## config.mk

```make
export PLATFORM = sky130hd
export DESIGN_NAME = alu_sequencer
export DESIGN_NICKNAME = d
export VERILOG_FILES = /design/src/rtl/seq_pkg.sv /design/src/rtl/dec_4_to_16.sv /design/src/rtl/alu_sequencer.sv
export SDC_FILE = /design/constraint.sdc
export NUM_CORES = 1
export LEC_CHECK = 0
export BUFFER_PORTS_ARGS = -buffer_cell sky130_fd_sc_hd__buf_2
export CAP_MARGIN = 15
export CORE_ASPECT_RATIO = 0.9
export CORE_UTILIZATION = 53
export DETAILED_ROUTE_END_ITERATION = 10
export PLACE_DENSITY = 0.84
export SLEW_MARGIN = 20
export SYNTH_ARGS = -nofsm -noshare
export SYNTH_HDL_FRONTEND = slang
export SYNTH_HIERARCHICAL = 1
export SYNTH_SLANG_ARGS = --single-unit
```

## constraint.sdc

```tcl
create_clock -name clk -period 3.2 [get_ports clk]
set_input_delay 0.48 -clock clk [delete_from_list [all_inputs] [get_ports clk]]
set_output_delay 0.48 -clock clk [all_outputs]
set_load 0.01 [all_outputs]
```

## src/rtl/seq_pkg.sv

```systemverilog
// Shared definitions for the ALU sequencer: state encoding, opcode map,
// IR field layout and the bundle of registered control strobes.
package seq_pkg;

  typedef enum logic [3:0] {
    IDLE, T0, T1, T2, DEC, T3, T4, T5, RET, HALT, FAULT
  } state_e;

  localparam logic [4:0] OP_ALU_MIN = 5'd3;
  localparam logic [4:0] OP_ALU_MAX = 5'd11;
  localparam logic [4:0] OP_NOP     = 5'd27;
  localparam logic [4:0] OP_HALT    = 5'd28;

  localparam int IR_OP_LSB = 27;
  localparam int IR_RA_LSB = 23;
  localparam int IR_RB_LSB = 19;
  localparam int IR_RC_LSB = 15;

  typedef struct packed {
    logic [4:0] op;
    logic [3:0] ra;
    logic [3:0] rb;
    logic [3:0] rc;
  } ir_fields_t;

  typedef struct packed {
    logic       pc_out;
    logic       mdr_out;
    logic       zlo_out;
    logic       mar_enable;
    logic       mdr_enable;
    logic       ir_enable;
    logic       y_enable;
    logic       z_enable;
    logic       pc_increment;
    logic       read;
    logic       busy;
    logic       halted;
    logic       fault;
    logic [4:0] op_code;
  } ctrl_t;

  function automatic ir_fields_t ir_unpack(input logic [31:0] ir);
    ir_fields_t f;
    f.op = ir[IR_OP_LSB +: 5];
    f.ra = ir[IR_RA_LSB +: 4];
    f.rb = ir[IR_RB_LSB +: 4];
    f.rc = ir[IR_RC_LSB +: 4];
    return f;
  endfunction

  function automatic logic is_alu_op(input logic [4:0] op);
    return (op >= OP_ALU_MIN) && (op <= OP_ALU_MAX);
  endfunction

endpackage

```

## src/rtl/dec_4_to_16.sv

```systemverilog
// One-hot 4-to-16 decoder with enable; all outputs low when disabled.
module dec_4_to_16 (
  input  logic [3:0]  sel,
  input  logic        en,
  output logic [15:0] y
);

  // NOTE: every always_comb output gets a default first so no path leaves it unassigned (no latch).
  always_comb begin
    y = '0;
    if (en) y[sel] = 1'b1;
  end

endmodule

```

## src/rtl/alu_sequencer.sv

```systemverilog
// Fetch/decode/execute control unit for three-register ALU instructions.
// All outputs are registered, computed from the next state and the IR fields.
module alu_sequencer
  import seq_pkg::*;
#(
  parameter int MEM_TIMEOUT = 15,
  parameter int CNT_W       = 16
) (
  input  logic             clk,
  input  logic             clr,
  input  logic             start,
  input  logic             run,
  input  logic             mem_ready,
  input  logic [31:0]      ir_data,
  output logic             pc_out,
  output logic             mdr_out,
  output logic             zlo_out,
  output logic             mar_enable,
  output logic             mdr_enable,
  output logic             ir_enable,
  output logic             y_enable,
  output logic             z_enable,
  output logic             pc_increment,
  output logic             read,
  output logic [15:0]      r_out,
  output logic [15:0]      r_enable,
  output logic [4:0]       op_code,
  output logic             busy,
  output logic             halted,
  output logic             fault,
  output logic [CNT_W-1:0] retired
);

  localparam int WAIT_W = $clog2(MEM_TIMEOUT + 1);

  ir_fields_t        ir;
  state_e            state_q, state_d;
  logic [WAIT_W-1:0] wait_q, wait_d;
  logic [CNT_W-1:0]  retired_q, retired_d;
  ctrl_t             ctrl_q, ctrl_d;
  logic [15:0]       r_out_q, r_out_d;
  logic [15:0]       r_enable_q, r_enable_d;

  logic [3:0]        operand_sel;
  logic              operand_en;
  logic              write_en;
  logic              unused_ir_bits;

  assign ir             = ir_unpack(ir_data);
  assign unused_ir_bits = ^ir_data[14:0];

  always_comb begin
    state_d   = state_q;
    wait_d    = wait_q;
    retired_d = retired_q;
    unique case (state_q)
      IDLE: if (start) state_d = T0;
      T0: begin
        state_d = T1;
        wait_d  = '0;
      end
      T1: begin
        if (mem_ready)                                 state_d = T2;
        else if (wait_q == WAIT_W'(MEM_TIMEOUT - 1))   state_d = FAULT;
        else                                           wait_d  = wait_q + 1'b1;
      end
      T2:  state_d = DEC;
      DEC: begin
        if (is_alu_op(ir.op))      state_d = T3;
        else if (ir.op == OP_NOP)  state_d = RET;
        else if (ir.op == OP_HALT) state_d = HALT;
        else                       state_d = FAULT;
      end
      T3:  state_d = T4;
      T4:  state_d = T5;
      T5:  state_d = RET;
      RET: begin
        retired_d = retired_q + 1'b1;
        state_d   = run ? T0 : IDLE;
      end
      HALT, FAULT: state_d = state_q;
      default:     state_d = FAULT;
    endcase
  end

  // Register selects come from the decoders; the operand decoder carries rb
  // into T3 and rc into T4, the write decoder carries ra into T5.
  assign operand_sel = (state_d == T3) ? ir.rb : ir.rc;
  assign operand_en  = (state_d == T3) || (state_d == T4);
  assign write_en    = (state_d == T5);

  dec_4_to_16 u_operand_dec (
    .sel (operand_sel),
    .en  (operand_en),
    .y   (r_out_d)
  );

  dec_4_to_16 u_write_dec (
    .sel (ir.ra),
    .en  (write_en),
    .y   (r_enable_d)
  );

  always_comb begin
    ctrl_d = '0;
    unique case (state_d)
      T0: begin
        ctrl_d.pc_out       = 1'b1;
        ctrl_d.mar_enable   = 1'b1;
        ctrl_d.pc_increment = 1'b1;
      end
      T1: begin
        ctrl_d.read       = 1'b1;
        ctrl_d.mdr_enable = 1'b1;
      end
      T2: begin
        ctrl_d.mdr_out   = 1'b1;
        ctrl_d.ir_enable = 1'b1;
      end
      T3: ctrl_d.y_enable = 1'b1;
      T4: begin
        ctrl_d.z_enable = 1'b1;
        ctrl_d.op_code  = ir.op;
      end
      T5:      ctrl_d.zlo_out = 1'b1;
      HALT:    ctrl_d.halted  = 1'b1;
      FAULT:   ctrl_d.fault   = 1'b1;
      default: ;
    endcase
    ctrl_d.busy = !(state_d inside {IDLE, HALT, FAULT});
  end

  // NOTE: sequential state uses non-blocking assignments so every flop samples pre-edge values.
  always_ff @(posedge clk) begin
    if (clr) begin
      state_q    <= IDLE;
      wait_q     <= '0;
      retired_q  <= '0;
      ctrl_q     <= '0;
      r_out_q    <= '0;
      r_enable_q <= '0;
    end else begin
      state_q    <= state_d;
      wait_q     <= wait_d;
      retired_q  <= retired_d;
      ctrl_q     <= ctrl_d;
      r_out_q    <= r_out_d;
      r_enable_q <= r_enable_d;
    end
  end

  assign pc_out       = ctrl_q.pc_out;
  assign mdr_out      = ctrl_q.mdr_out;
  assign zlo_out      = ctrl_q.zlo_out;
  assign mar_enable   = ctrl_q.mar_enable;
  assign mdr_enable   = ctrl_q.mdr_enable;
  assign ir_enable    = ctrl_q.ir_enable;
  assign y_enable     = ctrl_q.y_enable;
  assign z_enable     = ctrl_q.z_enable;
  assign pc_increment = ctrl_q.pc_increment;
  assign read         = ctrl_q.read;
  assign op_code      = ctrl_q.op_code;
  assign busy         = ctrl_q.busy;
  assign halted       = ctrl_q.halted;
  assign fault        = ctrl_q.fault;
  assign r_out        = r_out_q;
  assign r_enable     = r_enable_q;
  assign retired      = retired_q;

endmodule
```

# --- After elaboration in Yosys (flattened, before gate mapping) ---
# Cells that the tools add are included.
word_totals:
  ff_bits: 70
  in_bits: 37
  wordCells: 87
classes:
  addsub: 2
  order_cmp: 6
  n_eq_ne: 23
  mux: 24
  n_bitwise: 3
  n_reduce_logical: 14
op_table:
  columns: ["cell", "count"]
  rows:
  - ["4-bit one-hot mux with 10 select lines", 1]
  - ["4-bit by 3-bit == test with 1-bit output, second input constant", 7]
  - ["4-bit 2-to-1 mux", 7]
  - ["4-bit == test, second input constant", 6]
  - ["16-bit by 1-bit adder with 16-bit output, second input constant", 1]
  - ["4-bit by 2-bit == test with 1-bit output, second input constant", 4]
  - ["1-bit 2-to-1 mux", 11]
  - ["5-bit == test, second input constant", 2]
  - ["4-bit by 5-bit < comparator with 1-bit output, second input constant", 2]
  - ["1-bit demux with 4-bit select", 2]
  - ["4-bit by 1-bit == test with 1-bit output, second input constant", 2]
  - ["4-bit by 1-bit greater-or-equal comparator with 1-bit output, second input constant", 2]
  - ["4-bit zero test", 2]
  - ["4-bit one-hot mux with 2 select lines", 1]
  - ["2-bit OR reduction", 4]
  - ["5-bit by 2-bit greater-or-equal comparator with 1-bit output, second input constant", 1]
  - ["5-bit by 4-bit less-or-equal comparator with 1-bit output, second input constant", 1]
  - ["4-bit by 1-bit adder with 4-bit output, second input constant", 1]
  - ["2-bit 2-to-1 mux", 2]
  - ["2-bit inequality test, second input constant", 2]
  - ["1-bit logical AND", 3]
  - ["1-bit inverter", 3]
  - ["3-bit AND reduction", 1]
  - ["3-bit nonzero test", 1]
  - ["other kinds (3)", 3]

# --- Logic depth before layout (Yosys ltp) ---
logic_depth:
  word_depth: 11
  depth_mapped: 8

# --- By module ---
# Netlist, hierarchy kept.
modules_own_cells:
  columns: ["module", "instances", "cells_per_inst", "area_per_inst_um2", "seq_area_each_um2"]
  rows:
  - ["alu_sequencer", 1, 267, 2677.6, 1401.3]
  - ["dec_4_to_16", 2, 23, 117.6, 0.0]

# --- Worst setup path after synthesis ---
# Ideal clock, no wire load.
synth_path:
  path_kind: "input-to-reg"
  start: "in ir_data[27]"
  end: "reg r_out_q[0] (netlist: r_out[0])"
  setup_ps: 66
  t_arrival_ps: 2289
  required_time_ps: 3134
  setup_slack_ps: 845
  cell_stages: 8
  cell_sequence: "a21o_1 -> o21ai_0 -> or3_1 -> clkbuf_1 -> mux2_2 -> or3b_4 -> nor3_2 -> nor2b_1"
synth_via:
  elab_chain_len: 11
  word_cells_on_any_way: 20
synth_rtl:
  columns: ["item", "line_no", "rtl"]
  rows:
  - ["start: declaration", "alu_sequencer.sv:14", "input logic [31:0] ir_data,"]
  - ["branches (longest 3 deep; another with 5-bit by 2-bit greater-or-equal comparator with 1-bit output)", null, null]
  - ["4-bit 2-to-1 mux (*)", "alu_sequencer.sv:69", "if (is_alu_op(ir.op)) state_d = T3;"]
  - ["4-bit one-hot mux with 10 select lines (*)", "alu_sequencer.sv:56", "unique case (state_q)"]
  - ["4-bit by 3-bit == test with 1-bit output (*)", "alu_sequencer.sv:88", "assign operand_sel = (state_d == T3) ? ir.rb : ir.rc;"]
  - ["4-bit 2-to-1 mux (*)", "alu_sequencer.sv:88", null]
  - ["via operand_sel[2]", "alu_sequencer.sv:44", "logic [3:0] operand_sel;"]
  - ["4-bit by 5-bit < comparator with 1-bit output (implied by the code) or 4-bit by 1-bit greater-or-equal comparator with 1-bit output (tied branches)", "dec_4_to_16.sv:11", "if (en) y[sel] = 1'b1;"]
  - ["1-bit logical AND (implied by the code)", "dec_4_to_16.sv:11", null]
  - ["1-bit 2-to-1 mux (implied by the code)", "dec_4_to_16.sv:11", null]
  - ["1-bit demux with 4-bit select (*)", null, null]
  - ["end signal: assignment", "alu_sequencer.sv:147", "r_out_q <= r_out_d;"]
  - ["end: declaration", "alu_sequencer.sv:41", "logic [15:0] r_out_q, r_out_d;"]
# Mark *: on every way through the listed nets, which the timed path passes.
# A chain may end at the register's enable or synchronous reset.

# --- Worst setup path after layout ---
layout_path:
  start: "reg state_q[2]"
  end: "reg r_out_q[0] (netlist: r_out[0])"
layout_via:
  elab_chain_len: 9
  word_cells_on_any_way: 27
layout_rtl:
  columns: ["item", "line_no", "rtl"]
  rows:
  - ["start: declaration", "alu_sequencer.sv:37", "state_e state_q, state_d;"]
  - ["start signal: assignment", "alu_sequencer.sv:143", "state_q <= state_d;"]
  - ["4-bit == test or 4-bit 2-to-1 mux (tied branches)", "alu_sequencer.sv:56, alu_sequencer.sv:64", null]
  - ["2-bit OR reduction or 4-bit 2-to-1 mux (tied branches)", "alu_sequencer.sv:56, alu_sequencer.sv:63", null]
  - ["4-bit one-hot mux with 10 select lines (*)", "alu_sequencer.sv:56", null]
  - ["4-bit by 3-bit == test with 1-bit output (*)", "alu_sequencer.sv:88", null]
  - ["4-bit 2-to-1 mux (*)", "alu_sequencer.sv:88", null]
  - ["via operand_sel[2]", "alu_sequencer.sv:44", null]
  - ["4-bit by 5-bit < comparator with 1-bit output (implied by the code) or 4-bit by 1-bit greater-or-equal comparator with 1-bit output (tied branches)", "dec_4_to_16.sv:11", null]
  - ["1-bit logical AND (implied by the code)", "dec_4_to_16.sv:11", null]
  - ["1-bit 2-to-1 mux (implied by the code)", "dec_4_to_16.sv:11", null]
  - ["1-bit demux with 4-bit select (*)", null, null]
# Mark *: on every way through the listed nets, which the timed path passes. The rest lies on a longest branch.

==> results_dict.tcl <==
set metrics [dict create \
    status "complete, no violations" \
    area.sequential_sq_um 1400 \
    portBuffers 87 \
    min_from "ir_data[27]" \
    fmax_mhz 401 \
    hp-class "input pin to flip-flop" \
    r2r_slack_ps 700 \
    ys_warn_count 6 \
    hold_buffers 0 \
    max-slew-margin-rel_pct 31.7 \
    avgSynthCellArea_sq_um 9.31 \
    die_x_um 80.1 \
    p_leak_uw 0.00155 \
    gp_congestion 0.893 \
    irDropWorstVdd_mv 0.359 \
    cts_buffers 9 \
    cts_resized 0 \
    cp.arrival_ps 2760 \
    final_max_slew_viol_count 0 \
    finClkSkew_ps 7.98 \
    grt_max_degree 63 \
    post-place-ws_ps 570 \
    grt-ovfl-total 0 \
    synth_common_cells "70 x dfxtp_1, 50 x nor2_1, 33 x nor2b_1" \
    drcViolationCount 0 \
    fill_cells 446 \
    tritoncts "built" \
    holdPathStages 2 \
    critPathKind "flip-flop to flip-flop" \
    regToRegStartpoint "state_q[2]$_SDFF_PP0_" \
    hold_ws_ps 375 \
    seq_area_frac_synth_pct 48.1 \
    required_ps 3470 \
    cts_sinks 70 \
    placed_area_sq_um 3340 \
    hold_viol_final 0 \
    dr.pass1.iters 4 \
    worst_pin_slew_ps 1020 \
    clk_latency_ps 340 \
    final.min_clock_period_ps 2500 \
    rr_worst_depth 6 \
    root_buffer "clkbuf_8" \
    coreArea_sq_um 5290 \
    power.density_nw_per_um2 495 \
    dieArea_sq_um 5800 \
    initial_core_util_pct 55.1 \
    netlist_area_sq_um 2910 \
    synthArstFlopShare_pct 0 \
    setup-violations-final 0 \
    yosysTopAreaCell "dfxtp_1" \
    post_cts_buffers 0 \
    hold_path_end "op_code[0]$_SDFF_PP0_" \
    diodes 0 \
    reg2reg_to "r_out[0]$_SDFF_PP0_" \
    synth.most_common_cell "dfxtp_1" \
    grt_usage_pct 20.7 \
    final.setup.tns_ps 0 \
    maxCapViolCount 0 \
    ys_ff_latch 70 \
    rows 25 \
    final_nets 435 \
    synth_edf_count 0 \
    netlist_top_cells_area "dfxtp_1 48%, nor2b_1 7.1%, nor2_1 6.4%, xor2_1 2.7%, a21oi_1 1.7%" \
    critPathLaunch "state_q[2]$_SDFF_PP0_" \
    area_delta_synth_final_pct 20.6 \
    htree_num_levels 3 \
    endpoint_kind "flip-flop" \
    wl_mm 5.71 \
    synth_cell_type_count 42 \
    utilization_pct 66.5 \
    drt_iter0_markers 115 \
    start_kind "flip-flop" \
    clockBufferDepth 2 \
    via_per_inst 5.15 \
    fin_area_sq_um 3510 \
    fp.dieH_um 72.3 \
    antenna_found_initial 0 \
    path_max_fanout 10 \
    synth.top_cell.area_share_pct 48.1 \
    syn-instance-count 313 \
    fin_ws_ps 705 \
    rsz0062_at_grt "no" \
    final_antenna_net_count 0 \
    multiInputGateArea_sq_um 1400 \
    hpwlAfterDp_mm 4.04 \
    syn_nets 353 \
    synthFlopType "dfxtp_1" \
    timing.final.crit_share_pct 78.0 \
    grt_pass1_wl_mm 9.16 \
    wire_per_inst_um 12.2 \
    drive_gt1_share_pct 29.0 \
    via_count 2407 \
    io_pins 103 \
    grt_pass1_vias 2062 \
    cts.clk_slew.worst_paths_ps 80 \
]
-- critical path, cell delays in order, from the launching register on --
cell and delay (ps):
dfxtp_1 630, nand2b_1 250, or3_1 540, mux2_2 350, or3b_4 430, nor3_2 100, nor2b_1 130
-- metal layers --
metal  vias up  GRT usage (%)  wire [um]
li1       1226              -          -
met1      1089           25.7       2620
met2        86           33.3       2620
met3         6           8.18        398
met4         0           6.15         72
met5         -              0          0
-- state kept, by name (all words and copies together), names as in the netlist, 4 cells and up --
name      cells
op_code       5
r_enable     16
r_out        16
retired      16
state_q       4
wait_q        4
-- layout by cell type (no fill, tap or decap), types with 6 or more instances in the layout --
cell type / instances
nand3_1: 8
a21oi_1: 10
nand4_1: 7
nor3_1: 9
nand2_1: 10
nand2b_1: 8
xor2_1: 9
dfxtp_1: 70
o21ai_0: 10
or3_1: 6
nor2b_1: 33
clkbuf_8: 10
nor2_1: 50
buf_2: 87
-- worst max-delay path by stage --
| stage | to | slack, ps | cells after the start |
|---|---|---|---|
| after detailed placement | r_out[0]$_SDFF_PP0_ | 570 | 8 |
| after floorplan | r_out[0]$_SDFF_PP0_ | 850 | 8 |
| after CTS | r_out[0]$_SDFF_PP0_ | 700 | 6 |
| after global placement | r_out[0]$_SDFF_PP0_ | 580 | 8 |
| final | r_out[0]$_SDFF_PP0_ | 700 | 6 |
| after global routing | r_out[3]$_SDFF_PP0_ | 500 | 6 |
-- report_power, final --
group / internal, uW / switching, uW
logic: 74.9 / 112
clock network: 302 / 325
registers: 890 / 34.8
-- metrics by stage --
step / instances / power (uW)
3_3_place_gp: 451 / 1130
3_5_place_dp: 451 / 1130
4_1_cts: 467 / 1760
2_1_floorplan: 313 / 1090
5_1_grt: 467 / 1830
6_report: 467 / 1740
-- cells by family (layout without fill, tap and decap cells) --
| family | Yosys count | in the layout | synth area share (%) |
|---|---|---|---|
| xor+xnor | 13 | 13 | 3.91 |
| fa+ha+maj | 3 | 3 | 1.29 |
| compound gates | 36 | 36 | 7.99 |
| flops | 70 | 70 | 48.1 |
| mux | 7 | 7 | 2.58 |
| buf+inv | 20 | 107 | 3.74 |
| simple gates | 164 | 164 | 32.4 |
-- layout make-up --
| cell class | count | share of cell area (%) |
|---|---|---|
| inverter | 4 | 0.427 |
| multi-input combinational | 223 | 39.9 |
| clock buffer | 11 | 4.02 |
| timing repair buffer | 87 | 12.4 |
| tap | 67 | 2.39 |
| sequential | 70 | 39.9 |
| clock inverter | 5 | 0.962 |
Note: power is estimated with default switching activity, not from simulation.
